[config.mk]
export PLATFORM = sky130hd
export DESIGN_NAME = noc_mem_responder
export DESIGN_NICKNAME = d
export VERILOG_FILES = /design/src/rtl/noc_header_pkg.sv /design/src/rtl/noc_resp_mem.sv /design/src/rtl/noc_mem_responder.sv
export SDC_FILE = /design/constraint.sdc
export NUM_CORES = 1
export LEC_CHECK = 0
export BUFFER_PORTS_ARGS = -buffer_cell sky130_fd_sc_hd__buf_2
export CAP_MARGIN = 25
export CORE_UTILIZATION = 30
export DETAILED_ROUTE_END_ITERATION = 8
export GPL_ROUTABILITY_DRIVEN = 0
export SYNTH_ARGS = -nofsm -noshare
export SYNTH_HDL_FRONTEND = slang
export SYNTH_SLANG_ARGS = --single-unit
[constraint.sdc]
create_clock -name clk -period 5.3 [get_ports clk]
set_clock_uncertainty 0.15 [all_clocks]
set_input_delay 0.265 -clock clk [delete_from_list [all_inputs] [get_ports clk]]
set_output_delay 0.265 -clock clk [all_outputs]
set_load 0.01 [all_outputs]
[src/rtl/noc_header_pkg.sv]
// Header layout shared by the responder and the router side: field offsets,
// op codes, FSM state codes and header build/extract helpers.
package noc_header_pkg;

    localparam int HDR_W = 64;

    localparam logic OP_WRITE = 1'b0;
    localparam logic OP_READ  = 1'b1;

    localparam logic [2:0] S_IDLE    = 3'd0;
    localparam logic [2:0] S_WR_DATA = 3'd1;
    localparam logic [2:0] S_DROP    = 3'd2;
    localparam logic [2:0] S_ACK     = 3'd3;
    localparam logic [2:0] S_RD_HDR  = 3'd4;
    localparam logic [2:0] S_RD_DATA = 3'd5;

    typedef enum logic [2:0] {
        F_DX, F_DY, F_SX, F_SY, F_OP, F_ST, F_LEN, F_ADDR
    } hdr_field_e;

    // Fields are packed LSB-first; op and status are one bit each.
    function automatic int hdr_off(hdr_field_e f, int xw, int yw, int lw);
        case (f)
            F_DX:    return 0;
            F_DY:    return xw;
            F_SX:    return xw + yw;
            F_SY:    return 2 * xw + yw;
            F_OP:    return 2 * xw + 2 * yw;
            F_ST:    return 2 * xw + 2 * yw + 1;
            F_LEN:   return 2 * xw + 2 * yw + 2;
            F_ADDR:  return 2 * xw + 2 * yw + 2 + lw;
            default: return 0;
        endcase
    endfunction

    function automatic logic [HDR_W-1:0] fmask(int w);
        return (64'd1 << w) - 64'd1;
    endfunction

    function automatic logic [15:0] hdr_get(logic [HDR_W-1:0] h, int off, int w);
        return 16'((h >> off) & fmask(w));
    endfunction

    function automatic logic [HDR_W-1:0] hdr_build(
        int xw, int yw, int lw, int aw,
        logic [15:0] dx, logic [15:0] dy, logic [15:0] sx, logic [15:0] sy,
        logic op, logic st, logic [15:0] len, logic [15:0] addr);
        logic [HDR_W-1:0] h;
        h = (64'(dx) & fmask(xw))
          | ((64'(dy) & fmask(yw)) << hdr_off(F_DY, xw, yw, lw))
          | ((64'(sx) & fmask(xw)) << hdr_off(F_SX, xw, yw, lw))
          | ((64'(sy) & fmask(yw)) << hdr_off(F_SY, xw, yw, lw))
          | (64'(op) << hdr_off(F_OP, xw, yw, lw))
          | (64'(st) << hdr_off(F_ST, xw, yw, lw))
          | ((64'(len) & fmask(lw)) << hdr_off(F_LEN, xw, yw, lw))
          | ((64'(addr) & fmask(aw)) << hdr_off(F_ADDR, xw, yw, lw));
        return h;
    endfunction

    function automatic logic [15:0] sat_inc16(logic [15:0] v);
        return (v == 16'hFFFF) ? v : v + 16'd1;
    endfunction

endpackage

[src/rtl/noc_resp_mem.sv]
// Local word store: one synchronous write port, one asynchronous read port, no reset.
module noc_resp_mem #(
    parameter int DATA_WIDTH = 32,
    parameter int MEM_DEPTH  = 16,
    localparam int AW = $clog2(MEM_DEPTH)
) (
    input  logic                  clk,
    input  logic                  we,
    input  logic [AW-1:0]         waddr,
    input  logic [DATA_WIDTH-1:0] wdata,
    input  logic [AW-1:0]         raddr,
    output logic [DATA_WIDTH-1:0] rdata
);

    logic [DATA_WIDTH-1:0] mem [MEM_DEPTH];

    always_ff @(posedge clk) begin
        if (we) mem[waddr] <= wdata;
    end

    assign rdata = mem[raddr];

endmodule

[src/rtl/noc_mem_responder.sv]
// NoC memory responder: serves write/read packets addressed to this node.
// Optional performance counters are built when NOC_RESPONDER_PMU_EN is defined.
module noc_mem_responder
    import noc_header_pkg::*;
#(
    parameter int DATA_WIDTH              = 32,
    parameter int MAX_ROUTERS_X           = 4,
    parameter int MAX_ROUTERS_Y           = 4,
    parameter int ROUTER_X                = 0,
    parameter int ROUTER_Y                = 0,
    parameter int MAXIMUM_PACKAGES_NUMBER = 5,
    parameter int MEM_DEPTH               = 16
) (
    input  logic                  clk,
    input  logic                  rst_n,
    input  logic [DATA_WIDTH-1:0] req_tdata,
    input  logic                  req_tlast,
    input  logic                  req_tvalid,
    output logic                  req_tready,
    output logic [DATA_WIDTH-1:0] resp_tdata,
    output logic                  resp_tlast,
    output logic                  resp_tvalid,
    input  logic                  resp_tready
`ifdef NOC_RESPONDER_PMU_EN
    ,
    output logic [15:0]           pmu_wr_cnt,
    output logic [15:0]           pmu_rd_cnt,
    output logic [15:0]           pmu_drop_cnt,
    output logic [15:0]           pmu_err_cnt
`endif
);

    localparam int XW = $clog2(MAX_ROUTERS_X);
    localparam int YW = $clog2(MAX_ROUTERS_Y);
    localparam int LW = $clog2(MAXIMUM_PACKAGES_NUMBER);
    localparam int AW = $clog2(MEM_DEPTH);

    logic [2:0]            state_q, state_d, drop_ret_q, drop_ret_d;
    logic [XW-1:0]         src_x_q, src_x_d;
    logic [YW-1:0]         src_y_q, src_y_d;
    logic                  op_q, op_d, status_q, status_d;
    logic [LW-1:0]         len_q, len_d, cnt_q, cnt_d;
    logic [AW-1:0]         addr_q, addr_d;
    logic                  req_tready_q, req_tready_d;
    logic                  resp_tvalid_q, resp_tvalid_d;
    logic                  resp_tlast_q, resp_tlast_d;
    logic [DATA_WIDTH-1:0] resp_tdata_q, resp_tdata_d;

    logic                  mem_we;
    logic [AW-1:0]         mem_waddr, mem_raddr;
    logic [DATA_WIDTH-1:0] mem_rdata;
    logic [HDR_W-1:0]      req_hdr;
    logic                  req_fire, resp_fire, hdr_local, last_word;
    logic [LW:0]           cnt_inc;

    assign req_fire  = req_tvalid && req_tready_q;
    assign resp_fire = resp_tvalid_q && resp_tready;
    assign req_hdr   = HDR_W'(req_tdata);
    assign hdr_local = (XW'(hdr_get(req_hdr, hdr_off(F_DX, XW, YW, LW), XW)) == XW'(ROUTER_X))
                    && (YW'(hdr_get(req_hdr, hdr_off(F_DY, XW, YW, LW), YW)) == YW'(ROUTER_Y));
    assign cnt_inc   = (LW+1)'(cnt_q) + (LW+1)'(1);
    assign last_word = (cnt_inc == (LW+1)'(len_q));

    noc_resp_mem #(
        .DATA_WIDTH (DATA_WIDTH),
        .MEM_DEPTH  (MEM_DEPTH)
    ) u_mem (
        .clk   (clk),
        .we    (mem_we),
        .waddr (mem_waddr),
        .wdata (req_tdata),
        .raddr (mem_raddr),
        .rdata (mem_rdata)
    );

    always_comb begin
        state_d    = state_q;
        drop_ret_d = drop_ret_q;
        src_x_d    = src_x_q;
        src_y_d    = src_y_q;
        op_d       = op_q;
        status_d   = status_q;
        len_d      = len_q;
        cnt_d      = cnt_q;
        addr_d     = addr_q;
        mem_we     = 1'b0;
        mem_waddr  = addr_q + AW'(cnt_q);

        case (state_q)
            S_IDLE: if (req_fire) begin
                src_x_d  = XW'(hdr_get(req_hdr, hdr_off(F_SX, XW, YW, LW), XW));
                src_y_d  = YW'(hdr_get(req_hdr, hdr_off(F_SY, XW, YW, LW), YW));
                op_d     = 1'(hdr_get(req_hdr, hdr_off(F_OP, XW, YW, LW), 1));
                len_d    = LW'(hdr_get(req_hdr, hdr_off(F_LEN, XW, YW, LW), LW));
                addr_d   = AW'(hdr_get(req_hdr, hdr_off(F_ADDR, XW, YW, LW), AW));
                status_d = 1'b0;
                cnt_d    = '0;
                if (!hdr_local) begin
                    if (!req_tlast) begin
                        state_d    = S_DROP;
                        drop_ret_d = S_IDLE;
                    end
                end else if (op_d == OP_READ) begin
                    if (req_tlast) begin
                        state_d = S_RD_HDR;
                    end else begin
                        status_d   = 1'b1;
                        state_d    = S_DROP;
                        drop_ret_d = S_RD_HDR;
                    end
                end else if (len_d == '0 || req_tlast) begin
                    state_d = S_ACK;
                end else begin
                    state_d = S_WR_DATA;
                end
            end
            S_WR_DATA: if (req_fire) begin
                mem_we = 1'b1;
                cnt_d  = cnt_inc[LW-1:0];
                if (last_word) begin
                    if (req_tlast) begin
                        state_d = S_ACK;
                    end else begin
                        status_d   = 1'b1;
                        state_d    = S_DROP;
                        drop_ret_d = S_ACK;
                    end
                end else if (req_tlast) begin
                    status_d = 1'b1;
                    state_d  = S_ACK;
                end
            end
            S_DROP: if (req_fire && req_tlast) state_d = drop_ret_q;
            S_ACK: if (resp_fire) state_d = S_IDLE;
            S_RD_HDR: if (resp_fire) begin
                cnt_d   = '0;
                state_d = (len_q == '0) ? S_IDLE : S_RD_DATA;
            end
            S_RD_DATA: if (resp_fire) begin
                if (last_word) state_d = S_IDLE;
                else           cnt_d   = cnt_inc[LW-1:0];
            end
            default: state_d = S_IDLE;
        endcase

        // Outputs are registered from the next state so they hold while stalled.
        mem_raddr     = addr_d + AW'(cnt_d);
        req_tready_d  = (state_d == S_IDLE) || (state_d == S_WR_DATA) || (state_d == S_DROP);
        resp_tvalid_d = (state_d == S_ACK) || (state_d == S_RD_HDR) || (state_d == S_RD_DATA);
        resp_tlast_d  = 1'b0;
        resp_tdata_d  = '0;
        case (state_d)
            S_ACK: begin
                resp_tdata_d = DATA_WIDTH'(hdr_build(XW, YW, LW, AW, 16'(src_x_d), 16'(src_y_d),
                    16'(ROUTER_X), 16'(ROUTER_Y), op_d, status_d, 16'd0, 16'(addr_d)));
                resp_tlast_d = 1'b1;
            end
            S_RD_HDR: begin
                resp_tdata_d = DATA_WIDTH'(hdr_build(XW, YW, LW, AW, 16'(src_x_d), 16'(src_y_d),
                    16'(ROUTER_X), 16'(ROUTER_Y), op_d, status_d, 16'(len_d), 16'(addr_d)));
                resp_tlast_d = (len_d == '0);
            end
            S_RD_DATA: begin
                resp_tdata_d = mem_rdata;
                resp_tlast_d = ((LW+1)'(cnt_d) + (LW+1)'(1)) == (LW+1)'(len_d);
            end
            default: ;
        endcase
    end

    always_ff @(posedge clk or negedge rst_n) begin
        if (!rst_n) begin
            state_q       <= S_IDLE;
            drop_ret_q    <= S_IDLE;
            src_x_q       <= '0;
            src_y_q       <= '0;
            op_q          <= 1'b0;
            status_q      <= 1'b0;
            len_q         <= '0;
            cnt_q         <= '0;
            addr_q        <= '0;
            req_tready_q  <= 1'b0;
            resp_tvalid_q <= 1'b0;
            resp_tlast_q  <= 1'b0;
            resp_tdata_q  <= '0;
        end else begin
            state_q       <= state_d;
            drop_ret_q    <= drop_ret_d;
            src_x_q       <= src_x_d;
            src_y_q       <= src_y_d;
            op_q          <= op_d;
            status_q      <= status_d;
            len_q         <= len_d;
            cnt_q         <= cnt_d;
            addr_q        <= addr_d;
            req_tready_q  <= req_tready_d;
            resp_tvalid_q <= resp_tvalid_d;
            resp_tlast_q  <= resp_tlast_d;
            resp_tdata_q  <= resp_tdata_d;
        end
    end

    assign req_tready  = req_tready_q;
    assign resp_tvalid = resp_tvalid_q;
    assign resp_tlast  = resp_tlast_q;
    assign resp_tdata  = resp_tdata_q;

`ifdef NOC_RESPONDER_PMU_EN
    logic [15:0] pmu_wr_q, pmu_wr_d, pmu_rd_q, pmu_rd_d;
    logic [15:0] pmu_drop_q, pmu_drop_d, pmu_err_q, pmu_err_d;
    logic        drop_mismatch;

    assign drop_mismatch = (state_q == S_IDLE) && req_fire && !hdr_local && !req_tlast;

    // A response is counted once, on its final flit.
    always_comb begin
        pmu_wr_d   = pmu_wr_q;
        pmu_rd_d   = pmu_rd_q;
        pmu_drop_d = pmu_drop_q;
        pmu_err_d  = pmu_err_q;
        if (resp_fire && resp_tlast_q) begin
            if (op_q == OP_WRITE) pmu_wr_d = sat_inc16(pmu_wr_q);
            else                  pmu_rd_d = sat_inc16(pmu_rd_q);
            if (status_q)         pmu_err_d = sat_inc16(pmu_err_q);
        end
        if (drop_mismatch) pmu_drop_d = sat_inc16(pmu_drop_q);
    end

    always_ff @(posedge clk or negedge rst_n) begin
        if (!rst_n) begin
            pmu_wr_q   <= '0;
            pmu_rd_q   <= '0;
            pmu_drop_q <= '0;
            pmu_err_q  <= '0;
        end else begin
            pmu_wr_q   <= pmu_wr_d;
            pmu_rd_q   <= pmu_rd_d;
            pmu_drop_q <= pmu_drop_d;
            pmu_err_q  <= pmu_err_d;
        end
    end

    assign pmu_wr_cnt   = pmu_wr_q;
    assign pmu_rd_cnt   = pmu_rd_q;
    assign pmu_drop_cnt = pmu_drop_q;
    assign pmu_err_cnt  = pmu_err_q;
`endif

endmodule

==> run metrics <==
reg2reg setup slack=approximately 0.74 ns; warnings from Yosys=0; Peak Freq=219 MHz; Critical Path AT=4.89 ns; largest net degree at the start of global routing=57; Die W=around 270 um; Worst EP required=5.63 ns; RSZ-0062 raised after global routing=false; Leak Pwr=8.70 nW; I/O Buffers=71; Worst Setup EP=resp_tdata[1]$_DFF_PN0_; FILL cells=6,647; Critical Path Sink Type=register; launch point of the worst reg-to-reg path=state_q[1]$_DFF_PN0_; Final TNS setup=0 ns; cts bufs inserted=54; Seq cells post-synth=568; post_cts resized=0; Crit path depth=11; Ports=72; most frequent cells in the layout=512 x edfxtp_1, 128 x mux4_2, 70 x buf_2; Crit Path Max Fanout=28; hold_ws=around 0.18 ns; CTS Sinks=568; outcome=completed; Worst setup SP type=register; DR vias=around 11,000; Worst-path clk slew=0.06 ns; setup repair bufs after CTS=0; max_slew headroom=0.293; Via density=4.94; CTS tree=yes; Max IR drop VDD=0.720 mV; HP Class=in -> reg; syn_nets=1,108; critical path buffer and inverter count=2; antenna violations before repair=4; routed len/inst=23.7 um; first-pass GRT wire length=77,300 um; Fin. Hold Viols=0; most used cell along the critical path=buf_4; nets@finish=~1,300; worst r2r dst=resp_tdata[1]$_DFF_PN0_; Starting DRT DRC Count=950; CP max-delay cell=fa_4; ys async rst share=0.0986; synthesized area=about 22,000 um2; Post-Syn Area per Cell=20.9 um2; Core Box Area=73,000 um2; final worst-path cycle share=0.861; Overall Global Routing Usage=0.141; post-synth cell types=58; Post-synth EDFFs=512; CP startpoint=state_q[1]$_DFF_PN0_; Worst path max stage delay=0.80 ns; Initial Util=0.303; register area share after synthesis=0.758; antenna-violating nets left=0; FF-to-FF path depth=11; DRT Pass-1 Iters=5; Die ar.=74,900 um2; Die H=about 270 um; DRT Wirelength=52,600 um; Final setup viols=0; H-tree Lvls=2; Layout area overhead=18.5%; worst-skew pair later-pin latency=~0.60 ns; top_reg_cell synth=edfxtp_1; Root Driver=clkbuf_16; Crit Path Class=reg -> reg; most common cell after layout, fill and taps aside=edfxtp_1; fin crit period=4.56 ns; clock buffer depth=3; vias in the first global route=11,474; number of remaining DRC errors=0; detailed placement HPWL=between 20,000 and 30,000 um; cell count after synthesis=between 1,000 and 1,500; worst path cell trace=nand4bb_1, nor2_1, buf_4, mux2_2, ha_4, fa_4, buf_4, mux4_2, mux2i_1, nand2_1, a32o_1; power density over the cells=694 nW/um2; worst-margin pin slew=1.06 ns; max_cap viols=0; kind of cell adding the most delay to the critical path=adder cells; grt total ovfl=0; Rows=between 90 and 100; Slew Viols, Final=0; share of cells above drive strength 1=0.285
-- metrics by stage --
| stage | setup slack [ns] | instance area [um2] | total power [W] | util | std cells |
|---|---|---|---|---|---|
| after global routing | 0.527 | 26200 | 0.0192 | 0.360 | 2224 |
| after detailed placement | 0.732 | 24100 | 0.0147 | 0.331 | 2086 |
| after floorplan | 0.177 | 22100 | 0.0120 | - | 1060 |
| after CTS | 0.720 | 26200 | 0.0185 | 0.359 | 2221 |
| after global placement | 0.707 | 24100 | 0.0146 | 0.331 | 2085 |
| final | 0.738 | 26200 | 0.0182 | 0.360 | 2224 |
-- flip-flops by register name, indices dropped and copies added (netlist names) --
name and count:
req_tready 1, cnt_q 3, len_q 3, state_q 3, u_mem.mem 512, resp_tdata 32, status_q 1, resp_tvalid 1
src_y_q 2, drop_ret_q 2, addr_q 4, op_q 1, resp_tlast 1, src_x_q 2
-- routing by layer --
layer	track usage	routed length, um
met1	0.188	23000
met5	0	27
met2	0.236	26200
met4	0.0354	948
met3	0.0249	2400
-- cell type report --
class	count	area, um2	share of cell area
inverters	12	45.0	0.00172
well taps	959	1200	0.0457
multi-input cells	428	5290	0.202
flip-flops and latches	568	16800	0.639
repair buffers	155	1190	0.0454
clock inverters	17	160	0.00610
diodes	1	2.50	0.0000953
clock buffers	84	1580	0.0601
-- how the worst min path moves through the flow --
stage	start	end	depth (start not counted)	slack (ns)
final	req_tvalid	drop_ret_q[2]$_DFFE_PN0P_	5	0.18
after global routing	req_tvalid	drop_ret_q[2]$_DFFE_PN0P_	5	0.20
after CTS	req_tvalid	drop_ret_q[2]$_DFFE_PN0P_	5	0.14
after detailed placement	rst_n	resp_tdata[23]$_DFF_PN0_	1	0.33
after global placement	rst_n	resp_tdata[23]$_DFF_PN0_	1	0.32
after floorplan	rst_n	addr_q[0]$_DFF_PN0_	0	-0.18
-- what timing repair did --
item | CTS | global route
hold buffers | 34 | 1
setup endpoints to repair | 0 | 0
endpoints found under the hold margin | 571 | 4
-- power by group --
part,internal (W),total [W],switching [W]
logic,0.00437,0.00906,0.00469
clock network,0.00215,0.00377,0.00163
registers,0.00523,0.00538,0.000153
-- cells in the mapped netlist, drive strengths merged (2+ instances only) --
| cell | count | area (um2) |
|---|---|---|
| edfxtp | 512 | 15400 |
| mux4 | 128 | 2880 |
| dfrtp | 56 | 1400 |
| a211oi | 47 | 353 |
| mux2i | 44 | 440 |
| nand2 | 41 | 154 |
| clkbuf | 37 | 139 |
| nor2 | 26 | 114 |
| and2 | 21 | 131 |
| buf | 15 | 67.6 |
| a32o | 11 | 110 |
| inv | 11 | 41.3 |
| ha | 9 | 113 |
| a21oi | 7 | 38.8 |
| mux2 | 7 | 78.8 |
| nand2b | 7 | 43.8 |
| nor2b | 7 | 43.8 |
| nor4 | 7 | 43.8 |
| xnor2 | 7 | 61.3 |
| o21ai | 6 | 41.3 |
| nand3 | 4 | 20.0 |
| o32ai | 4 | 35.0 |
| xor2 | 4 | 35.0 |
| a22oi | 3 | 22.5 |
| a31oi | 3 | 18.8 |
| o211ai | 3 | 27.5 |
| a211o | 2 | 17.5 |
| a21o | 2 | 15.0 |
| fa | 2 | 40.0 |
| nand4 | 2 | 12.5 |
| nor3 | 2 | 10.0 |
| or3 | 2 | 12.5 |
| or4 | 2 | 18.8 |
-- logic make-up (layout without fill, tap and decap cells) --
kind of cell / count (synthesis) / in the layout / synth area share
compound gates: 98 / 98 / 0.0349
buf+inv: 64 / 268 / 0.0114
simple gates: 128 / 128 / 0.0301
xor+xnor: 12 / 12 / 0.00548
mux: 179 / 179 / 0.154
flops: 568 / 568 / 0.758
other cells: 0 / 1 / 0
fa+ha+maj: 11 / 11 / 0.00689
-- worst min-delay path, cell delays in order --
cell,delay [ns]
buf_2,0.12
nor4bb_1,0.14
buf_4,0.14
nand2_1,0.11
o21ai_0,0.10
Note: power is estimated with default switching activity, not from simulation.
